$ cat config.mk
export PLATFORM = sky130hd
export DESIGN_NAME = adder_tree
export DESIGN_NICKNAME = d
export VERILOG_FILES = /design/src/rtl/adder_tree.sv
export SDC_FILE = /design/constraint.sdc
export NUM_CORES = 1
export LEC_CHECK = 0
export ABC_CLOCK_PERIOD_IN_PS = 26000
export BUFFER_PORTS_ARGS = -buffer_cell sky130_fd_sc_hd__buf_2
export CAP_MARGIN = 20
export CORE_UTILIZATION = 40
export CTS_CLUSTER_DIAMETER = 30
export DETAILED_ROUTE_END_ITERATION = 8
export GPL_ROUTABILITY_DRIVEN = 0
export PLACE_DENSITY_LB_ADDON = 0.08
export SYNTH_ARGS = -nofsm -noshare
export SYNTH_HDL_FRONTEND = slang
export SYNTH_SLANG_ARGS = --single-unit
$ cat constraint.sdc
create_clock -name clk -period 26 [get_ports clk]
set_input_delay 5.2 -clock clk [delete_from_list [all_inputs] [get_ports clk]]
set_output_delay 5.2 -clock clk [all_outputs]
set_load 0.005 [all_outputs]
$ cat src/rtl/adder_tree.sv
// Pipelined, back-pressurable unsigned adder tree reducing KERNEL_SIZE^2 products to one word.
// Optional feature: define ADDER_TREE_BIAS_EN to add a `bias` port summed in as the last leaf.
module adder_tree #(
   parameter int DATA_WIDTH  = 32,
   parameter int KERNEL_SIZE = 3
) (
   input  logic                                            clk,
   input  logic                                            reset,
   input  logic [KERNEL_SIZE*KERNEL_SIZE*DATA_WIDTH-1:0]   products,
`ifdef ADDER_TREE_BIAS_EN
   input  logic [DATA_WIDTH-1:0]                           bias,
`endif
   input  logic                                            in_valid,
   output logic                                            in_ready,
   output logic [DATA_WIDTH-1:0]                           sum,
   output logic                                            out_valid,
   input  logic                                            out_ready
);

   localparam int N_TAPS = KERNEL_SIZE * KERNEL_SIZE;
`ifdef ADDER_TREE_BIAS_EN
   localparam int N_LEAVES = N_TAPS + 1;
`else
   localparam int N_LEAVES = N_TAPS;
`endif
   localparam int LATENCY = ($clog2(N_LEAVES) < 1) ? 1 : $clog2(N_LEAVES);

   // Number of elements held by level lvl after repeated pairwise halving.
   function automatic int level_count(input int lvl);
      int c;
      c = N_LEAVES;
      for (int k = 0; k <= lvl; k++) begin
         c = (c + 1) / 2;
      end
      return c;
   endfunction

   logic [DATA_WIDTH-1:0] leaves [N_LEAVES];
   logic                  adv;

   for (genvar j = 0; j < N_TAPS; j++) begin : g_leaf
      assign leaves[j] = products[j*DATA_WIDTH +: DATA_WIDTH];
   end
`ifdef ADDER_TREE_BIAS_EN
   assign leaves[N_TAPS] = bias;
`endif

   // Whole pipeline moves together; it only stalls when a finished sum is waiting.
   assign adv      = out_ready | ~out_valid;
   assign in_ready = adv;

   for (genvar l = 0; l < LATENCY; l++) begin : g_lvl
      localparam int PREV = (l == 0) ? N_LEAVES : level_count(l - 1);
      localparam int CNT  = level_count(l);

      logic [DATA_WIDTH-1:0] src [PREV];
      logic                  src_valid;
      logic [DATA_WIDTH-1:0] node_sum [CNT];
      logic [DATA_WIDTH-1:0] data_d [CNT];
      logic [DATA_WIDTH-1:0] data_q [CNT];
      logic                  valid_d;
      logic                  valid_q;

      if (l == 0) begin : g_src
         assign src       = leaves;
         assign src_valid = in_valid;
      end else begin : g_src
         assign src       = g_lvl[l-1].data_q;
         assign src_valid = g_lvl[l-1].valid_q;
      end

      for (genvar i = 0; i < CNT; i++) begin : g_node
         if (2*i + 1 < PREV) begin : g_pair
            assign node_sum[i] = src[2*i] + src[2*i+1];
         end else begin : g_pass
            assign node_sum[i] = src[2*i];
         end
      end

      always_comb begin
         valid_d = valid_q;
         for (int i = 0; i < CNT; i++) begin
            data_d[i] = data_q[i];
         end
         if (adv) begin
            valid_d = src_valid;
            for (int i = 0; i < CNT; i++) begin
               data_d[i] = node_sum[i];
            end
         end
      end

      always_ff @(posedge clk or posedge reset) begin
         if (reset) begin
            for (int i = 0; i < CNT; i++) begin
               data_q[i] <= '0;
            end
            valid_q <= 1'b0;
         end else begin
            data_q  <= data_d;
            valid_q <= valid_d;
         end
      end
   end

   assign sum       = g_lvl[LATENCY-1].data_q[0];
   assign out_valid = g_lvl[LATENCY-1].valid_q;

endmodule

* Word-level counts from Yosys, hierarchy flattened
Index checks and enable logic that the tools add are counted.
** Operators by class
- Add/sub/neg operators :: 8
- Bitwise operators :: 2
** Operators with widths (number)
- adder 32 bit :: 8
- inverter 1 bit :: 1
- OR 1 bit :: 1
** Word-level totals
- Register bits :: 356
- Input port bits :: 292
- Output and inout bits :: 34

* Depth between registers and ports, before layout
- Depth in word-level cells :: 2
- Gate-level depth with buffers :: 11
- Gate-level depth less buffers :: 11

* Least setup slack after synthesis
Ideal clock, no wire load.
- Kind :: input port to output port
- From :: input out_ready
- To :: output in_ready
- Data arrival time :: 6177 ps
- Required time :: 20800 ps
- Setup slack :: 14623 ps
- Stages :: 5
- Cells stage by stage :: nor2b_1 > clkbuf_1 > inv_2 > clkbuf_1 > clkbuf_1
** On the way
- Longest elaborated chain between the ends :: 1
** RTL lines
- from (decl) :: RTL line 17 : input logic out_ready
- OR 1 bit :: RTL line 49 : assign adv = out_ready | ~out_valid;
- to (decl) :: RTL line 14 : output logic in_ready,
Every way passes these cells.

* Worst setup path in the final report
Ends and elaborated chain as after synthesis.

==> impl_metrics.ini <==
[status]
status = finished clean

[die]
core_um2 = 61830
initial_utilization_pct = 40.56
fp.dieArea_um2 = 63700
die_h_um = 252.4
pin_count = 326
rows = 91
die_w_um = 252.4

[synth]
synth_edf_count = 0
synthTopCellsByArea = dfrtp_1 (36%), ha_1 (12%), nand2_1 (8.8%)
synthesis.nets = 3500
synth.top_cell.area_share_pct = 35.52
synth_top_cell_by_area = dfrtp_1
synthArstFlopShare_pct = 100.0
synth.yosys.seq_area_share_pct = 35.52
yosys_warnings = 0
ys_ff_latch = 356
syn_inst = 2952
postSynthAreaPerCell_um2 = 8.496
synth.distinct_cells = 92
synth_top_flop_cell = dfrtp_1
synth_area_um2 = 25080

[placed_design]
port-buffer-count = 325
dp_hpwl_um = 52820
dp_cells = 4007

[grt]
grt_max_degree = 241
grt_pass1_vias = 21612
grt_pass1_wl_um = 111600
grt-ovfl-total = 0
antenna_found_initial = 2
grtUsageTotal_pct = 21.70

[detailed_routing]
wl_per_cell_um = 16.71
viasPerCell = 5.321
drc_errors = 0
routed_wl_um = 69730
antenna_left = 0
vias = 22203
first_pass_iters = 5
drt_iter0_markers = 1224

[timing]
maxSlewViolCount = 0
fin_crit_sh_pct = 45.71
rsz0062_at_grt = no
fin_skew_ns = 0.01889
max_freq_mhz = 84.14
setup_violations = 0
tightest_slew_ns = 1.044
max-slew-margin-rel_pct = 30.39
finalCriticalPeriod_ns = 11.89
tns_ns = 0
finalHoldViolCount = 0

[clock_tree]
insertion_delay_ns = 0.61
cts-buffers-inserted = 91
ctsLongestPathBuffers = 3
path_clk_slew_ns = 0.04
htreeDepth = 3
cts-root-buf = clkbuf_16
post_cts_resize_count = 0
clkSinkCount = 356
cts_hold_buf = 0
cts_tree = done
post-cts-setup-buffers = 0

[cells_and_area]
fin_nets = 3812
finalNonFillerCells = 4173
drive_gt1_share_pct = 16.35
area_delta_synth_final_pct = 21.93
multi_input_area_um2 = 15570
final_util_pct = 49.46
regArea_um2 = 8909
fillCellCount = 5992

[critical_path]
cp.required_ns = 20.80
worstPathCellList = buf_2 -> nor2b_4 -> inv_8 -> buf_2
cp-start-kind = input port
path_class = in -> out
worstPathArrival_ns = 6.69
critPathBufInv = 3
end_kind = output port
crit_family = buffers and inverters
slowest_delay_ns = 0.57
critPathLaunch = out_ready
cp_slowest_cell = nor2b_4
r2r_start = g_lvl[2].data_q[0]$_DFFE_PP0P_
crit_top_cell = buf_2
crit_fanout = 124

[min_path]
min-delay-start = g_lvl[0].data_q[0]$_DFFE_PP0P_
hp-class = reg -> reg

[power]
ir_drop_uv = 68.50
leakagePower_nw = 14.58
powerDensity_nw_per_um2 = 140.3

[job]
maxCapViolations = 0
## final timing paths
path                                                   end  slack, ns  cells after the start
max                                               in_ready      14.11                      4
max in group asynchronous  g_lvl[0].data_q[38]$_DFFE_PP0P_      19.80                      3
min                         g_lvl[0].data_q[0]$_DFFE_PP0P_       0.46                      2
max reg2reg                            sum[30]$_DFFE_PP0P_      22.58                     11
min in group asynchronous   g_lvl[0].data_q[1]$_DFFE_PP0P_       4.71                      2
min reg2reg                 g_lvl[0].data_q[0]$_DFFE_PP0P_       0.46                      2
## per-layer routing
metal / routed length [um] / up-vias / global-route usage (%)
met2: 33270 / 439 / 36.33
met4: 1539 / 0 / 6.753
li1: - / 11180 / -
met3: 2676 / 85 / 3.172
met1: 32250 / 10499 / 28.79
met5: 0 / - / 0
## cells in the mapped netlist (16+ instances only)
cell / instances
nand4_1: 20
clkbuf_1: 105
and2_1: 16
nand3_1: 41
nor2_1: 223
o31ai_1: 23
and3_1: 26
a211oi_1: 33
dfrtp_1: 356
xnor2_1: 114
ha_1: 248
nand2_1: 589
a21o_1: 111
nand2b_1: 24
o21ai_0: 214
a21oi_1: 301
o21bai_1: 24
nor3_1: 32
inv_1: 46
o211ai_1: 16
o21a_1: 25
nor2b_1: 16
a31oi_1: 32
xor2_1: 104
## placed cells by master, fill, tap and decap left out, types with 9 or more instances in the layout
master       n
inv_1       45
o31ai_1     23
clkbuf_1     9
a21oi_1    301
buf_2      325
o211ai_1    16
a211o_1     10
o21ai_0    214
nand4_1     20
clkinv_2    17
a31o_2      10
nand2_1    589
a211oi_1    33
or3_1       11
nor3_1      32
clkbuf_8    12
o21a_1      25
ha_1       248
nand3_1     41
and3_1      26
and2_1      16
a21o_1     111
nor2b_1     15
nor2_1     223
o21bai_1    24
nand2b_1    24
dfrtp_1    356
a221oi_1     9
bufinv_16   11
a31oi_1     32
clkbuf_16   92
xor2_1     104
xnor2_1    114
## layout make-up
| class | count | area share, % |
|---|---|---|
| clock inverter | 50 | 2.038 |
| clock buffer | 113 | 8.179 |
| sequential | 356 | 29.13 |
| antenna | 2 | 0.01637 |
| inverter | 47 | 0.6260 |
| timing repair buffer | 333 | 5.663 |
| tap | 837 | 3.425 |
| multi-input combinational | 2435 | 50.92 |
## flip-flops by register name (all words and copies together) (netlist names)
name / flops
g_lvl.data_q: 320
sum: 32
g_lvl.valid_q: 3
out_valid: 1
## report_power, final
part | internal, mW | switching (mW) | total (mW)
sequential | 0.825 | 0.200 | 1.02
clock | 0.786 | 0.344 | 1.13
combinational | 0.886 | 1.25 | 2.13
## worst min-delay path, cell delays in order (launching register included)
cell and delay [ns]:
dfrtp_1 0.33, nand2_1 0.05, nand2_1 0.05
## cell families (layout without fill, tap and decap cells)
logic type,Yosys count,count (layout),share of synthesized area (%)
flip-flops,356,356,35.52
AND/OR/NAND/NOR,1035,1035,17.58
adder cells (fa/ha/maj),256,256,13.01
other,0,2,0
multiplexers,7,7,0.2894
AO/OA/AOI/OAI,919,919,23.56
buffers and inverters,161,543,2.420
XOR/XNOR,218,218,7.613
## stage by stage
stage	hold WS, ns	setup WS, ns	power, mW	area (um2)
3_3_place_gp	0.4571	14.21	3.132	27420
6_report	0.4625	14.11	4.289	30580
5_1_grt	0.4876	14.03	4.647	30580
3_5_place_dp	0.4582	14.17	3.169	27420
4_1_cts	0.4687	14.17	4.329	30550
2_1_floorplan	0.4300	10.92	2.581	25080
(Power assumes the default switching activity.)
